File: config.mk
export PLATFORM = sky130hd
export DESIGN_NAME = alu_status_unit
export DESIGN_NICKNAME = d
export VERILOG_FILES = /design/src/rtl/alu_status_unit.sv
export SDC_FILE = /design/constraint.sdc
export NUM_CORES = 1
export LEC_CHECK = 0
export CORE_AREA = 2 2 77 79
export CTS_CLUSTER_DIAMETER = 40
export DETAILED_ROUTE_END_ITERATION = 12
export DIE_AREA = 0 0 79 81
export PLACE_DENSITY = 0.83
export SYNTH_ARGS = -nofsm -noshare
export SYNTH_HDL_FRONTEND = slang
export SYNTH_SLANG_ARGS = --single-unit
File: constraint.sdc
create_clock -name clk -period 1.5 [get_ports clk]
set_input_delay 0.225 -clock clk [delete_from_list [all_inputs] [get_ports clk]]
set_output_delay 0.225 -clock clk [all_outputs]
set_load 0.01 [all_outputs]
File: src/rtl/alu_status_unit.sv
// alu_status_unit
//   Buffers ALU results (result, opcode, flags) in a small circular FIFO and
//   keeps a status register holding the flags of the most recently accepted
//   entry. It also tracks sticky carry/overflow bits and a saturating count of
//   offers that were rejected because the buffer was full.
//
// Ports
//   clk, rst                      clock, asynchronous active-high reset
//   in_valid / in_ready           upstream handshake
//   in_y, in_op, in_flags         entry fields; flags are {carry, zero, sign, overflow}
//   out_valid / out_ready         downstream handshake
//   out_y, out_op, out_flags      head entry fields (combinational from storage)
//   flags_q                       status register (flags of last push)
//   cond_sel / cond_true          condition code selector and its result on flags_q
//   sticky_clr                    clears sticky bits and the overrun counter
//   sticky_c, sticky_v            sticky carry / overflow
//   overrun_cnt                   saturating count of rejected offers
//   count                         number of entries held

module alu_status_unit #(
  parameter int DEPTH = 4
) (
  input  logic                     clk,
  input  logic                     rst,
  input  logic                     in_valid,
  output logic                     in_ready,
  input  logic [3:0]               in_y,
  input  logic [2:0]               in_op,
  input  logic [3:0]               in_flags,
  output logic                     out_valid,
  input  logic                     out_ready,
  output logic [3:0]               out_y,
  output logic [2:0]               out_op,
  output logic [3:0]               out_flags,
  output logic [3:0]               flags_q,
  input  logic [2:0]               cond_sel,
  output logic                     cond_true,
  input  logic                     sticky_clr,
  output logic                     sticky_c,
  output logic                     sticky_v,
  output logic [3:0]               overrun_cnt,
  output logic [$clog2(DEPTH):0]   count
);

  localparam int AW = $clog2(DEPTH);
  localparam int CW = AW + 1;
  localparam logic [CW-1:0] FULL_COUNT = CW'(DEPTH);

  // Positions of the individual flags inside a flags word.
  localparam int F_C = 3;
  localparam int F_Z = 2;
  localparam int F_S = 1;
  localparam int F_V = 0;

  logic [3:0]    y_mem     [DEPTH];
  logic [2:0]    op_mem    [DEPTH];
  logic [3:0]    flags_mem [DEPTH];

  logic [AW-1:0] wr_ptr;
  logic [AW-1:0] rd_ptr;

  logic          push;
  logic          pop;
  logic          reject;

  // Handshake decode. A full buffer never accepts, so a pop from full only
  // frees a slot for the following cycle.
  assign in_ready  = (count < FULL_COUNT);
  assign out_valid = (count != '0);
  assign push      = in_valid && in_ready;
  assign pop       = out_valid && out_ready;
  assign reject    = in_valid && !in_ready;

  // The head entry is read straight from storage; since the read pointer only
  // moves on a pop, the outputs hold while the consumer stalls.
  assign out_y     = y_mem[rd_ptr];
  assign out_op    = op_mem[rd_ptr];
  assign out_flags = flags_mem[rd_ptr];

  // Entry storage. Not reset: contents are only observable through the
  // pointers, which are reset, so stale data can never be presented.
  always_ff @(posedge clk) begin
    if (push) begin
      y_mem[wr_ptr]     <= in_y;
      op_mem[wr_ptr]    <= in_op;
      flags_mem[wr_ptr] <= in_flags;
    end
  end

  // Pointers and occupancy. DEPTH is a power of two, so the pointers wrap
  // naturally at their width.
  always_ff @(posedge clk or posedge rst) begin
    if (rst) begin
      wr_ptr <= '0;
      rd_ptr <= '0;
      count  <= '0;
    end else begin
      if (push) begin
        wr_ptr <= wr_ptr + AW'(1);
      end
      if (pop) begin
        rd_ptr <= rd_ptr + AW'(1);
      end
      case ({push, pop})
        2'b10:   count <= count + CW'(1);
        2'b01:   count <= count - CW'(1);
        default: count <= count;
      endcase
    end
  end

  // Status register and sticky bits. A setting push takes priority over a
  // clear in the same cycle so no carry/overflow event is ever lost.
  always_ff @(posedge clk or posedge rst) begin
    if (rst) begin
      flags_q  <= '0;
      sticky_c <= 1'b0;
      sticky_v <= 1'b0;
    end else begin
      if (push) begin
        flags_q <= in_flags;
      end
      if (push && in_flags[F_C]) begin
        sticky_c <= 1'b1;
      end else if (sticky_clr) begin
        sticky_c <= 1'b0;
      end
      if (push && in_flags[F_V]) begin
        sticky_v <= 1'b1;
      end else if (sticky_clr) begin
        sticky_v <= 1'b0;
      end
    end
  end

  // Overrun counter: a rejection coinciding with a clear counts as the first
  // event after the clear, giving 1.
  always_ff @(posedge clk or posedge rst) begin
    if (rst) begin
      overrun_cnt <= '0;
    end else if (reject) begin
      if (sticky_clr) begin
        overrun_cnt <= 4'd1;
      end else if (overrun_cnt != 4'd15) begin
        overrun_cnt <= overrun_cnt + 4'd1;
      end
    end else if (sticky_clr) begin
      overrun_cnt <= '0;
    end
  end

  // Condition code evaluation on the status register.
  always_comb begin
    cond_true = 1'b1;
    case (cond_sel)
      3'd0:    cond_true = 1'b1;
      3'd1:    cond_true = flags_q[F_Z];
      3'd2:    cond_true = !flags_q[F_Z];
      3'd3:    cond_true = flags_q[F_C];
      3'd4:    cond_true = !flags_q[F_C];
      3'd5:    cond_true = flags_q[F_S];
      3'd6:    cond_true = flags_q[F_V];
      3'd7:    cond_true = flags_q[F_S] ^ flags_q[F_V];
      default: cond_true = 1'b1;
    endcase
  end

endmodule

==> impl_metrics.toml <==
[worst_setup_path]
critPathLaunchType = "register"
crit_required_ns = 1.27
endpoint = "out_flags[0]"
crit_start = "rd_ptr[0]$_DFFE_PP0P_"
critPathMaxFanout = 5
ff2ff_path_depth = 8
r2r_slack_ns = -0.18
cp.depth = 3
cp-end-kind = "output port"
critPathKind = "reg2out"
cp_num_buf_inv = 2
cp_cell_sequence = "buf_8, mux4_2, buf_6"
regToRegStartpoint = "count[2]$_DFFE_PP0P_"
cp_slowest_stage_delay_ns = 0.52
worstPathArrival_ns = 1.54
crit_slowest_cell = "mux4_2"
crit_family = "multiplexers"
critical_path.reg2reg.endpoint = "count[2]$_DFFE_PP0P_"

[power_and_ir_drop]
p_per_area_nw_per_um2 = 1890
finalPower_mw = 6.97
pwr-share-clk_pct = 24.4
p_comb_share_pct = 41.6
switching_share_pct = 29.0
peakVddDrop_v = 0.00100
seq_power_share_pct = 33.9
p_leak_nw = 1.52
internal_power_mw = 4.95
power.switching_mw = 2.02

[global_route]
grt_antenna_before_repair = 0
overflow = 0
grt_max_degree = 12
track_usage_pct = 16.9
grt_pass1_wl_um = 7890
grt_pass1_vias = 1689

[clock_tree]
tritoncts.num_buffers = 9
cts_max_path_buffers = 2
clk_pin_slew_ns = 0.07
cts-root-buf = "clkbuf_8"
cts_hold_buffers = 0
htreeDepth = 3
clkSinkCount = 61
insertion_delay_ns = 0.34
tritoncts = "built"

[timing]
drv_slew = 0
finalCritPeriodShare_pct = 118
setup_viol = 14
min_period_ns = 1.77
slew_headroom_pct = 84.3
hold_viol_final = 0
tightestPinTransition_ns = 0.234
fin_skew_ns = 0.0103
setup_ws_ns = -0.267
setup_tns_ns = -3.24
fmax_mhz = 566
rsz0062_at_grt = "true"

[placement]
place_congestion = 0.697
dp_slack_ns = -0.549
io_buffers = 45
hpwl_um = 3330

[logic_synthesis]
synth.distinct_cells = 31
synth_nets = 176
netlist_area_um2 = 2520
synth_seq_cells = 61
yosysSeqAreaShare_pct = 69.4
yosysWarnings = 0
synth.avg_cell_area_um2 = 16.8
synth_cells = 150

[finish]
nFillCells = 419
layout_common_cells = "44 x edfxtp_1, 38 x buf_4, 18 x clkdlybuf4s50_1, 16 x nand2_1, 15 x dfrtp_1"
n_antenna_cell = 0
nets = 276
final_common_cell = "edfxtp_1"
drive_gt1_share_pct = 40.4
area_delta_synth_final_pct = 46.4

[route]
vias = 1639
wl_per_cell_um = 15.5
drc = 0
postRouteAntennaNets = 0
first_pass_iters = 4
routed_wirelength_um = 5110
drtIter0Drc = 88
vias_per_cell = 4.97

[die]
start_util_pct = 44.4
core-area_um2 = 5680
rows = 28
die_height_um = 81
dieArea_um2 = 6400
fp.dieW_um = 79
io_pins = 46

[flow_run]
cap_violations = 0

[status]
violations = "negative setup slack"
outcome = "finished, violations left"

[worst_hold_path]
min_path_type = "in2async"
[how the worst min path moves through the flow]
stage,from,slack [ns],end,cells past startpoint
floorplan,rst,0.15,count[0]$_DFFE_PP0P_,1
global placement,rst,0.45,overrun_cnt[2]$_DFFE_PP0P_,2
global route,rst,0.14,overrun_cnt[3]$_DFFE_PP0P_,2
finish,rst,0.1,overrun_cnt[3]$_DFFE_PP0P_,2
detailed placement,rst,0.46,overrun_cnt[2]$_DFFE_PP0P_,2
CTS,rst,0.09,overrun_cnt[1]$_DFFE_PP0P_,2
[kinds of logic (layout without fill, tap and decap cells)]
| kind of cell | after synthesis | after routing | share of synthesized area [%] |
|---|---|---|---|
| DFF | 61 | 61 | 69.4 |
| and+or+nand+nor | 37 | 37 | 7.46 |
| buffers and inverters | 14 | 119 | 2.49 |
| AOI/OAI and AO/OA | 10 | 10 | 2.93 |
| xor gates and xnor gates | 7 | 7 | 2.44 |
| muxes | 14 | 14 | 11.5 |
| adders and majority gates | 7 | 7 | 3.78 |
[worst reg2reg max path, stage by stage (launching register included)]
cell and delay (ns):
dfrtp_2 0.42, buf_6 0.13, o31a_1 0.26, ha_2 0.21, inv_2 0.05, fa_2 0.18
xor2_1 0.14, nor2_1 0.07, xnor2_1 0.11
[layout make-up]
cell class / instances / area, um^2 / area share (%)
Tap cell: 75 / 93.8 / 2.55
Multi-Input combinational cell: 75 / 729 / 19.8
Sequential cell: 61 / 1750 / 47.5
Timing Repair Buffer: 92 / 840 / 22.8
Clock buffer: 11 / 131 / 3.56
Inverter: 11 / 43.8 / 1.19
Clock inverter: 5 / 98.8 / 2.68
[layer usage]
| layer | wire [um] | part of all wire (%) | global-route usage, % | vias up |
|---|---|---|---|---|
| met3 | 312 | 6.1 | 7.00 | 10 |
| met4 | 72 | 1.4 | 6.21 | 0 |
| met1 | 2040 | 40 | 19.3 | 818 |
| met5 | 0 | 0 | 0 | - |
| li1 | - | - | - | 758 |
| met2 | 2680 | 53 | 28.6 | 53 |
[power by group through the flow]
stage	combinational, mW	clock (mW)	sequential (mW)
after CTS	2.81	1.73	2.35
after detailed placement	2.72	0	2.39
after global placement	2.66	0	2.38
after floorplan	1.19	0	2.46
final	2.90	1.70	2.37
after global routing	3.14	1.81	2.40
[flip-flops by register name, indices dropped and copies added, names as in the netlist, 2 cells and up]
name and flops:
wr_ptr 2, overrun_cnt 4, flags_mem 16, rd_ptr 2
y_mem 16, flags_q 4, op_mem 12, count 3
[through the flow]
stage / std cells / cell area [um^2] / util [%] / hold WS (ns)
detailed placement: 298 / 3350 / 59.0 / 0.458
global placement: 298 / 3350 / 59.0 / 0.454
finish: 330 / 3690 / 64.9 / 0.0979
floorplan: 150 / 2530 / - / 0.151
global route: 330 / 3690 / 64.9 / 0.137
CTS: 323 / 3600 / 63.5 / 0.0887
[Yosys cell counts]
cell type	count	share of area (%)
o31ai_1	1	0.30
a31oi_2	1	0.50
nor2_1	1	0.15
nand2_1	17	2.5
nor3b_1	3	0.89
and2_1	4	0.99
ha_1	6	3.0
o31a_1	1	0.35
edfxtp_1	44	52
xnor2_1	4	1.4
nand3_1	4	0.80
fa_1	1	0.80
xor2_1	3	1.0
inv_1	11	1.6
mux2_1	1	0.45
o21ai_0	4	0.80
buf_6	1	0.45
nor3_1	2	0.40
dfrtp_1	17	17
nand2_2	1	0.25
nand2b_1	2	0.50
buf_2	2	0.40
nor2b_1	1	0.25
nor4b_1	1	0.35
a2111o_1	1	0.45
o21bai_1	1	0.30
nand4b_1	1	0.35
mux2i_1	2	0.80
mux4_1	3	3.1
mux4_2	8	7.2
a31oi_1	1	0.25
[timing repair]
item | CTS | global route
setup endpoints to repair | 27 | 62
pin swaps | 9 | 8
setup buffers | 9 | 9
cloned | 1 | 1
resized for setup | 82 | 17
No activity file was read; power rests on OpenSTA's default activity.
